==> src/rtl/iddr_resp.sv <==
// iddr word-access responder: a one-entry line buffer answers repeated reads of
// the same word; misses and writes go to a req/ack backing memory port.
module iddr_resp #(
    parameter int WORD_WIDTH     = 32,
    parameter int BYTES_PER_WORD = 4
) (
    input  logic                  clk,
    input  logic                  rst_n,
    input  logic [WORD_WIDTH-1:0] iddr_addr,
    input  logic                  iddr_read,
    input  logic                  iddr_write,
    input  logic [WORD_WIDTH-1:0] iddr_wdata,
    output logic [WORD_WIDTH-1:0] iddr_rdata,
    output logic                  iddr_stall,
    output logic                  mem_req,
    output logic                  mem_we,
    output logic [WORD_WIDTH-1:0] mem_addr,
    output logic [WORD_WIDTH-1:0] mem_wdata,
    input  logic                  mem_ack,
    input  logic [WORD_WIDTH-1:0] mem_rdata
);

    typedef enum logic [1:0] {
        S_IDLE    = 2'd0,
        S_RD_WAIT = 2'd1,
        S_WR_WAIT = 2'd2,
        S_WR_DONE = 2'd3
    } state_t;

    // Byte-offset bits within a word are dropped from every compare and from
    // the address sent to the backing port.
    localparam logic [WORD_WIDTH-1:0] WORD_MASK = ~(WORD_WIDTH'(BYTES_PER_WORD - 1));

    state_t                r_state;
    state_t                w_state_next;
    logic                  r_buf_valid;
    logic [WORD_WIDTH-1:0] r_buf_addr;
    logic [WORD_WIDTH-1:0] r_buf_data;
    logic [WORD_WIDTH-1:0] r_wr_addr;
    logic                  r_mem_req;
    logic                  r_mem_we;
    logic [WORD_WIDTH-1:0] r_mem_addr;
    logic [WORD_WIDTH-1:0] r_mem_wdata;

    logic [WORD_WIDTH-1:0] w_word;
    logic                  w_hit;
    logic                  w_same_wr;
    logic                  w_stall;
    logic                  w_issue_rd;
    logic                  w_issue_wr;
    logic                  w_rd_done;
    logic                  w_wr_done;
    logic                  w_wr_through;

    assign w_word    = iddr_addr & WORD_MASK;
    assign w_hit     = iddr_read & ~iddr_write & r_buf_valid & (w_word == r_buf_addr);
    assign w_same_wr = iddr_write & (w_word == r_wr_addr);

    // Acks are only meaningful while an access is outstanding.
    assign w_rd_done    = (r_state == S_RD_WAIT) & mem_ack;
    assign w_wr_done    = (r_state == S_WR_WAIT) & mem_ack;
    assign w_wr_through = w_wr_done & r_buf_valid & (r_buf_addr == r_wr_addr);

    always_comb begin
        w_state_next = r_state;
        w_stall      = 1'b0;
        w_issue_rd   = 1'b0;
        w_issue_wr   = 1'b0;
        case (r_state)
            S_IDLE, S_WR_DONE: begin
                if ((r_state == S_WR_DONE) && w_same_wr) begin
                    // The held write already completed; do not reissue it.
                    w_state_next = S_WR_DONE;
                end else if (iddr_write) begin
                    w_stall      = 1'b1;
                    w_issue_wr   = 1'b1;
                    w_state_next = S_WR_WAIT;
                end else if (iddr_read && !w_hit) begin
                    w_stall      = 1'b1;
                    w_issue_rd   = 1'b1;
                    w_state_next = S_RD_WAIT;
                end else begin
                    w_state_next = S_IDLE;
                end
            end
            S_RD_WAIT: begin
                w_stall = 1'b1;
                if (mem_ack) begin
                    w_state_next = S_IDLE;
                end
            end
            S_WR_WAIT: begin
                w_stall = 1'b1;
                if (mem_ack) begin
                    w_state_next = S_WR_DONE;
                end
            end
            default: begin
                w_state_next = S_IDLE;
            end
        endcase
    end

    always_ff @(posedge clk or negedge rst_n) begin
        if (!rst_n) begin
            r_state <= S_IDLE;
        end else begin
            r_state <= w_state_next;
        end
    end

    always_ff @(posedge clk or negedge rst_n) begin
        if (!rst_n) begin
            r_mem_req   <= 1'b0;
            r_mem_we    <= 1'b0;
            r_mem_addr  <= '0;
            r_mem_wdata <= '0;
            r_wr_addr   <= '0;
        end else begin
            if (w_issue_wr) begin
                r_mem_req   <= 1'b1;
                r_mem_we    <= 1'b1;
                r_mem_addr  <= w_word;
                r_mem_wdata <= iddr_wdata;
                r_wr_addr   <= w_word;
            end else if (w_issue_rd) begin
                r_mem_req  <= 1'b1;
                r_mem_we   <= 1'b0;
                r_mem_addr <= w_word;
            end else if (w_rd_done || w_wr_done) begin
                r_mem_req <= 1'b0;
                r_mem_we  <= 1'b0;
            end
        end
    end

    always_ff @(posedge clk or negedge rst_n) begin
        if (!rst_n) begin
            r_buf_valid <= 1'b0;
            r_buf_addr  <= '0;
            r_buf_data  <= '0;
        end else begin
            if (w_rd_done) begin
                r_buf_valid <= 1'b1;
                r_buf_addr  <= r_mem_addr;
                r_buf_data  <= mem_rdata;
            end else if (w_wr_through) begin
                r_buf_data <= r_mem_wdata;
            end
        end
    end

    assign iddr_rdata = r_buf_data;
    assign iddr_stall = w_stall;
    assign mem_req    = r_mem_req;
    assign mem_we     = r_mem_we;
    assign mem_addr   = r_mem_addr;
    assign mem_wdata  = r_mem_wdata;

endmodule

==> config.mk <==
export PLATFORM = sky130hd
export DESIGN_NAME = iddr_resp
export DESIGN_NICKNAME = d
export VERILOG_FILES = /design/src/rtl/iddr_resp.sv
export SDC_FILE = /design/constraint.sdc
export NUM_CORES = 1
export LEC_CHECK = 0
export CAP_MARGIN = 20
export CORE_ASPECT_RATIO = 1.25
export CORE_UTILIZATION = 63
export DETAILED_ROUTE_END_ITERATION = 6
export DONT_BUFFER_PORTS = 1
export PLACE_DENSITY = 0.79
export SLEW_MARGIN = 10
export SYNTH_ARGS = -nofsm -noshare
export SYNTH_HDL_FRONTEND = slang
export SYNTH_SLANG_ARGS = --single-unit
==> constraint.sdc <==
create_clock -name clk -period 2.5 [get_ports clk]
set_clock_uncertainty 0.1 [all_clocks]
set_input_delay 0.25 -clock clk [delete_from_list [all_inputs] [get_ports clk]]
set_output_delay 0.25 -clock clk [all_outputs]
set_load 0.01 [all_outputs]
==> results of run 1 <==
area by class of cell:
cell class,count,area share
multi-input combinational,369,0.352
clock buffer,25,0.0504
timing repair buffer,129,0.140
clock inverter,6,0.0165
tap,138,0.0183
inverter,3,0.00119
sequential,159,0.422
how the worst max path moves through the flow:
stage / startpoint / end / slack (ns)
finish: r_buf_addr[21]$_DFFE_PN0P_ / iddr_stall / -0.36
detailed placement: r_buf_addr[21]$_DFFE_PN0P_ / mem_addr[22]$_DFFE_PN0P_ / -0.07
global placement: r_buf_addr[21]$_DFFE_PN0P_ / mem_addr[31]$_DFFE_PN0P_ / -0.03
CTS: r_buf_addr[24]$_DFFE_PN0P_ / iddr_stall / -0.35
global route: r_buf_addr[24]$_DFFE_PN0P_ / iddr_stall / -0.47
floorplan: r_buf_addr[21]$_DFFE_PN0P_ / mem_addr[10]$_DFFE_PN0P_ / 0.25
layer usage:
layer | part of all wire | vias to the layer above
li1 | - | 2188
met1 | 0.38 | 2553
met2 | 0.53 | 214
met3 | 0.063 | 44
met4 | 0.029 | 0
met5 | 0 | -
registers in the layout, indices dropped and copies added, names as in the netlist:
register and count:
mem_wdata 32, r_buf_valid 1, iddr_rdata 32, mem_req 1
r_wr_addr 30, r_buf_addr 30, mem_we 1, r_state 2
mem_addr 30
what timing repair did:
action	CTS	global route
cloned	2	0
hold endpoints to repair	286	159
setup endpoints to repair	30	43
buffers inserted	7	4
pin swaps	3	1
gates resized for setup	7	12
metrics by stage:
step           TNS, ns  std cells  instance area [µm²]
5_1_grt          -4.95        829                 9430
3_3_place_gp    -0.232        695                 7740
2_1_floorplan        0        557                 7450
6_report         -2.57        829                 9430
4_1_cts          -2.94        831                 9460
3_5_place_dp     -1.19        695                 7740
critical path: stages (launching register included):
cell and delay, ns:
dfrtp_1 0.39, xor2_1 0.14, nor4_1 0.36, nand4_1 0.26, o41ai_4 0.33, buf_4 0.19
or2b_1 0.23, a21o_1 0.19
cell usage after synthesis, drive strengths merged:
cell type | instances | area [µm²]
dfrtp | 159 | 3980
mux2 | 122 | 1480
xor2 | 49 | 429
xnor2 | 41 | 359
nand2 | 39 | 146
o21ai | 33 | 165
mux2i | 32 | 320
clkbuf | 14 | 52.6
nor4 | 13 | 87.6
buf | 12 | 110
nand4 | 12 | 75.1
nand3 | 4 | 20.0
ha | 3 | 37.5
inv | 3 | 11.3
a31o | 2 | 17.5
o31a | 2 | 26.3
a21o | 1 | 7.51
a21oi | 1 | 5.00
a31oi | 1 | 6.26
conb | 1 | 3.75
nand2b | 1 | 6.26
nor2 | 1 | 3.75
nor2b | 1 | 6.26
nor3 | 1 | 5.00
nor3b | 1 | 7.51
o21bai | 1 | 7.51
o22ai | 1 | 6.26
o311ai | 1 | 8.76
o32ai | 1 | 8.76
o41ai | 1 | 27.5
or2 | 1 | 6.26
or2b | 1 | 7.51
cell families after synthesis:
kind of cell | Yosys count
DFF | 159
muxes | 154
xor gates and xnor gates | 90
and+or+nand+nor | 75
AOI/OAI and AO/OA | 45
buffers and inverters | 29
adders and majority gates | 3
other | 1
power by group through the flow:
| stage | registers [mW] | clock network (mW) | logic, mW |
|---|---|---|---|
| after floorplan | 5.16 | 0 | 3.25 |
| after global placement | 5.42 | 0 | 3.97 |
| after detailed placement | 5.50 | 0 | 4.12 |
| after CTS | 5.48 | 2.82 | 4.56 |
| after global routing | 5.71 | 2.92 | 4.91 |
| final | 5.54 | 2.80 | 4.59 |
==> run metrics, run 1 <==
Post-DP HPWL approximately 11 mm; Multi-input gate area about 3300 µm²; fin. max-slew vios 0; WL per Instance about 23 µm; CTS hold repair buffers 96; Mapped Area around 7400 µm²; Tcrit/Tclk final 1.14; Gate Count Post-Synth 556; clock sink total between 150 and 200; clock share of power 0.216; post-layout util 0.816; die area approximately 12000 µm²; Post-Route WL between 15 and 20 mm; Worst Reg-to-Reg Cells 9; Worst Setup Start Kind register; met3 Track Usage GR 0.0825; CTS max path bufs 2; vias in the first global route 5406; TritonCTS clock tree built; Worst Hold Class primary input to asynchronous set/reset pin; drt pass-1 iters 5; Antenna Cells 0; largest family of logic cells by synthesized area multiplexers; Post-Synth XOR/XNOR Area 0.106; global route hottest layer met2; post-synthesis mux area share 0.242; sequential cell area about 4000 µm²; initial antenna violation count 0; RSZ-0062 raised after global routing yes; most common cell after layout, fill and taps aside dfrtp_1; Post-layout nets about 800; drc violations 0; RePlAce Congestion approximately 0.84; initial core utilization 0.644; post-synthesis cell type count 37; Port Buffers 0; LEAKAGE 4.32 nW; worst-skew pair later-pin latency 0.42 ns; Worst Path Max Fanout 3; drt via density 6.03; Switch Pwr between 4 and 5 mW; dpl ws -0.0677 ns; Yosys Warn Count 0; ANT nets after route 0; core area approximately 12000 µm²; Die Ht approximately 120 µm; Setup WS post-layout -0.361 ns; CTS buffer count 17; post-route minimum period about 2.9 ns; Synth Area in Compound Gates 0.0385; P_int 8.37 mW; GR Layer Usage met1 0.367; Adder-Cell Fraction of Synth Area 0.00504; Total Routing Usage GR 0.321; Synth Area in Simple Gates 0.0499; Setup Viol. Count Final 31; maximum VDD drop approximately 0.85 mV; fillers around 570; commonest cells after routing, fill and taps aside 159 x dfrtp_1, 96 x dlygate4sd3_1, 92 x mux2_2; Comb pwr share 0.355; share of cells above drive strength 1 0.275; initial drt markers 206; nature of the critical path endpoint output port; reg2reg start r_buf_addr[21]$_DFFE_PN0P_; largest net degree at the start of global routing 160; syn_area_per_cell about 13 µm²; max-cap violation count 0; clock root buffer clkbuf_16; Hold Slack -0.573 ns; Critical Path AT about 2.5 ns; top-level I/O count 200; gr ovfl total 0; status complete, but fails checks; M2 GR Usage 0.565; pwr dens 1370 nW/µm²; failing checks negative hold slack, negative setup slack; Max H-tree Level 4; post-synthesis register bit count 159; Critical Setup Path Class register to output port; sequential power share 0.428; Cell Rows between 40 and 50; Sw Share 0.352; R2R setup slack -0.12 ns; fmax 0.350 GHz; worst endpoint required time around 2.2 ns; vias 4999; Clock transition at path regs 0.06 ns; RR Endpoint mem_addr[13]$_DFFE_PN0P_; first-pass GRT wire length a little under 30 mm; total power between 10 and 15 mW; area added between synthesis and finish 26.7%; Seq/Total Area, Yosys 0.535; Final Hold Vio Count roughly 160; Die W 99.2 µm
No activity file was read; power rests on OpenSTA's default activity.
==> run 2, diff against run 1 <==
--- a/config.mk
+++ b/config.mk
@@ -7,10 +7,9 @@
 export LEC_CHECK = 0
 export CAP_MARGIN = 20
 export CORE_ASPECT_RATIO = 1.25
-export CORE_UTILIZATION = 63
+export CORE_UTILIZATION = 49
 export DETAILED_ROUTE_END_ITERATION = 6
-export DONT_BUFFER_PORTS = 1
-export PLACE_DENSITY = 0.79
+export PLACE_DENSITY = 0.81
 export SLEW_MARGIN = 10
 export SYNTH_ARGS = -nofsm -noshare
 export SYNTH_HDL_FRONTEND = slang
==> constraint.sdc (replaced) <==
create_clock -name clk -period 2.5 [get_ports clk]
set_clock_uncertainty 0.1 [all_clocks]
set_input_delay 0.5 -clock clk [delete_from_list [all_inputs] [get_ports clk]]
set_output_delay 0.5 -clock clk [all_outputs]
set_load 0.01 [all_outputs]
==> run 2 against run 1 <==
Effect of this change:
- final cell count up 28%
- hold slack better by 0.95 ns
- cell area rose by 22%
- fmax down 12%
- the run ends with design-rule violations, negative setup slack left
- largest power group is now combinational logic
- critical endpoint unchanged
- via count up 14%
- power is 22% higher
- die area is 28% higher
- setup slack got worse by 0.40 ns
- sequential cell count unchanged
==> run metrics, run 2 (synthesis results as in run 1) <==
LEAKAGE 5.43 nW (+26%); max incr delay on CP 0.50 ns (+0.11 ns); drc violations 8 (+8); Post-DP HPWL 15.0 mm (+36%); Critical Setup Path Class primary input to output port; status complete, but fails checks; Worst Setup Start Kind primary input; sequential power share 0.317 (-0.111); fillers 881 (+53%); CTS max path bufs 2 (unchanged); RSZ-0062 raised after global routing yes; ANT nets after route 0 (unchanged); P_int 10.2 mW (+22%); post-route minimum period 3.26 ns (+0.400 ns); Tcrit/Tclk final 1.30 (+0.160); Total Routing Usage GR 0.282 (-0.0390); initial core utilization 0.500 (-0.144); Cell Area, Placed 10400 µm² (+34%); fmax 0.307 GHz (-12%); Post-Layout Cell Count 1058 (+28%); RePlAce Congestion 0.832 (-0.40%); worst-skew pair later-pin latency 0.42 ns (about the same); Comb pwr share 0.524 (+0.169); Antenna Cells 0 (unchanged); largest net degree at the start of global routing 65 (-59%); Worst-Margin Slew roughly 0.54 ns; Final Hold Vio Count 0 (-100%); Sw Share 0.352 (about the same); CP bufs+invs 3 (+2); first-pass GRT wire length 33.5 mm (+15%); maximum VDD drop 0.741 mV (-13%); fin. max-slew vios 0 (unchanged); most common cell after layout, fill and taps aside clkdlybuf4s50_1; commonest cells after routing, fill and taps aside 172 x clkdlybuf4s50_1, 158 x dfrtp_1, 85 x buf_4; Setup Viol. Count Final 63 (+100%); gr ovfl total 0 (unchanged); CP max-delay cell clkdlybuf4s50_1; reg2reg start r_buf_addr[7]$_DFFE_PN0P_; Worst Path Max Fanout 4 (+1); die area 15700 µm² (+28%); Die W 112 µm (+13%); hold_sp iddr_rdata[18]$_DFFE_PN0P_; CTS buffer count 17 (unchanged); clock root buffer clkbuf_16; clock sink total 159 (unchanged); R2R setup slack -0.34 ns (-0.22 ns); Top delay family on crit path buffers and inverters; final non-filler cell area 11500 µm² (+22%); Post-Route WL 22.9 mm (+20%); Cell Rows 50 (+14%); top-level I/O count 200 (unchanged); Switch Pwr 5.54 mW (+22%); share of cells above drive strength 1 0.349 (+0.0744); Fin Setup TNS -10.73 ns (-8.17 ns); Worst Hold Class register to register; area added between synthesis and finish 55.2%; drt via density 5.39 (-11%); core area 14900 µm² (+29%); Hold Slack 0.377 ns (+0.950 ns); WL per Instance 21.6 µm (-6.1%); worst endpoint required time 1.90 ns (-0.25 ns); pwr dens 1360 nW/µm² (-0.59%); CP Cell Sequence clkdlybuf4s50_1, xor2_1, nor3b_1, buf_4, nand4_1, o41ai_4, or2b_1, a21o_1, buf_2; drt pass-1 iters 7 (+2); nature of the critical path endpoint output port; failing checks design-rule violations, negative setup slack; Max H-tree Level 4 (unchanged); max-cap violation count 0 (unchanged); Die Ht 140 µm (+13%); Clock transition at path regs 0.06 ns (about the same); crit path from iddr_addr[22]; Setup WS post-layout -0.762 ns (-0.400 ns); clock share of power 0.158 (-0.058); Placed Cells 1011 (+45%); total power 15.7 mW (+22%); max_slew headroom 0.638; initial antenna violation count 0 (unchanged); initial drt markers 230 (+12%); vias in the first global route 6228 (+15%); Post-layout nets 967 (+23%); Port Buffers 195 (+195); vias 5705 (+14%); Critical Path AT 2.66 ns (+0.15 ns); TritonCTS clock tree built
-- run 2: cell types whose count changed in the layout (fill, tap and decap cells not counted), moves of 19 or more --
cell	delta
clkdlybuf4s50_1	+172
dlygate4sd2_1	+19
dlygate4sd3_1	-95
mux2_2	-35
mux2_4	+35
buf_4	+63
-- run 2: worst paths after layout --
path | to | cells after the start
worst max-delay path | iddr_stall | 9
worst min-delay path | iddr_rdata[18]$_DFFE_PN0P_ | 2
worst max register to register | mem_addr[4]$_DFFE_PN0P_ | 9
worst min register to register | iddr_rdata[18]$_DFFE_PN0P_ | 2
max in group asynchronous | r_wr_addr[15]$_DFFE_PN0P_ | 3
min in group asynchronous | mem_addr[8]$_DFFE_PN0P_ | 2
-- run 2: power groups by stage --
stage	registers (mW)	clock network (mW)	logic, mW
final	4.99	2.49	8.25
after global routing	5.14	2.63	8.67
after CTS	4.93	2.52	7.75
after detailed placement	4.91	0	7.15
after global placement	4.82	0	6.94
after floorplan	5.16	0	3.25
-- run 2: cell type report --
type | instances | area [µm²] | share of cell area
clock buffer | 17 | 425 | 0.0368
clock inverter | 15 | 134 | 0.0116
inverter | 3 | 11.3 | 0.000975
multi-input combinational | 369 | 3640 | 0.315
sequential | 159 | 3980 | 0.345
tap | 182 | 228 | 0.0197
timing repair buffer | 313 | 3130 | 0.271
-- run 2: layer usage --
metal,part of all wire,track usage,up-vias
met5,0,0,-
met4,0.025,0.105,0
met3,0.060,0.0784,38
met2,0.53,0.506,219
met1,0.38,0.316,2891
li1,-,-,2557
-- run 2: per-stage QoR --
step / util / setup slack, ns
after floorplan: - / 0.0222
after global placement: 0.696 / -1.39
after detailed placement: 0.696 / -1.43
after CTS: 0.759 / -0.673
after global routing: 0.776 / -0.792
final: 0.776 / -0.762
-- run 2: timing repair --
action	in CTS	in global routing
endpoints found under the hold margin	53	0
setup buffers	9	9
cloned	3	4
gates resized for setup	66	60
endpoints found under the setup margin	96	123
hold buffers	1	0
pin swaps	18	10
-- run 2: worst register-to-register path, stage by stage, from the launching register on --
cell     delay, ns
dfrtp_1       0.40
xor2_1        0.16
nor4_2        0.42
nand4_1       0.22
o41ai_4       0.43
buf_4         0.19
o31a_4        0.23
buf_12        0.14
buf_16        0.12
mux2_4        0.30
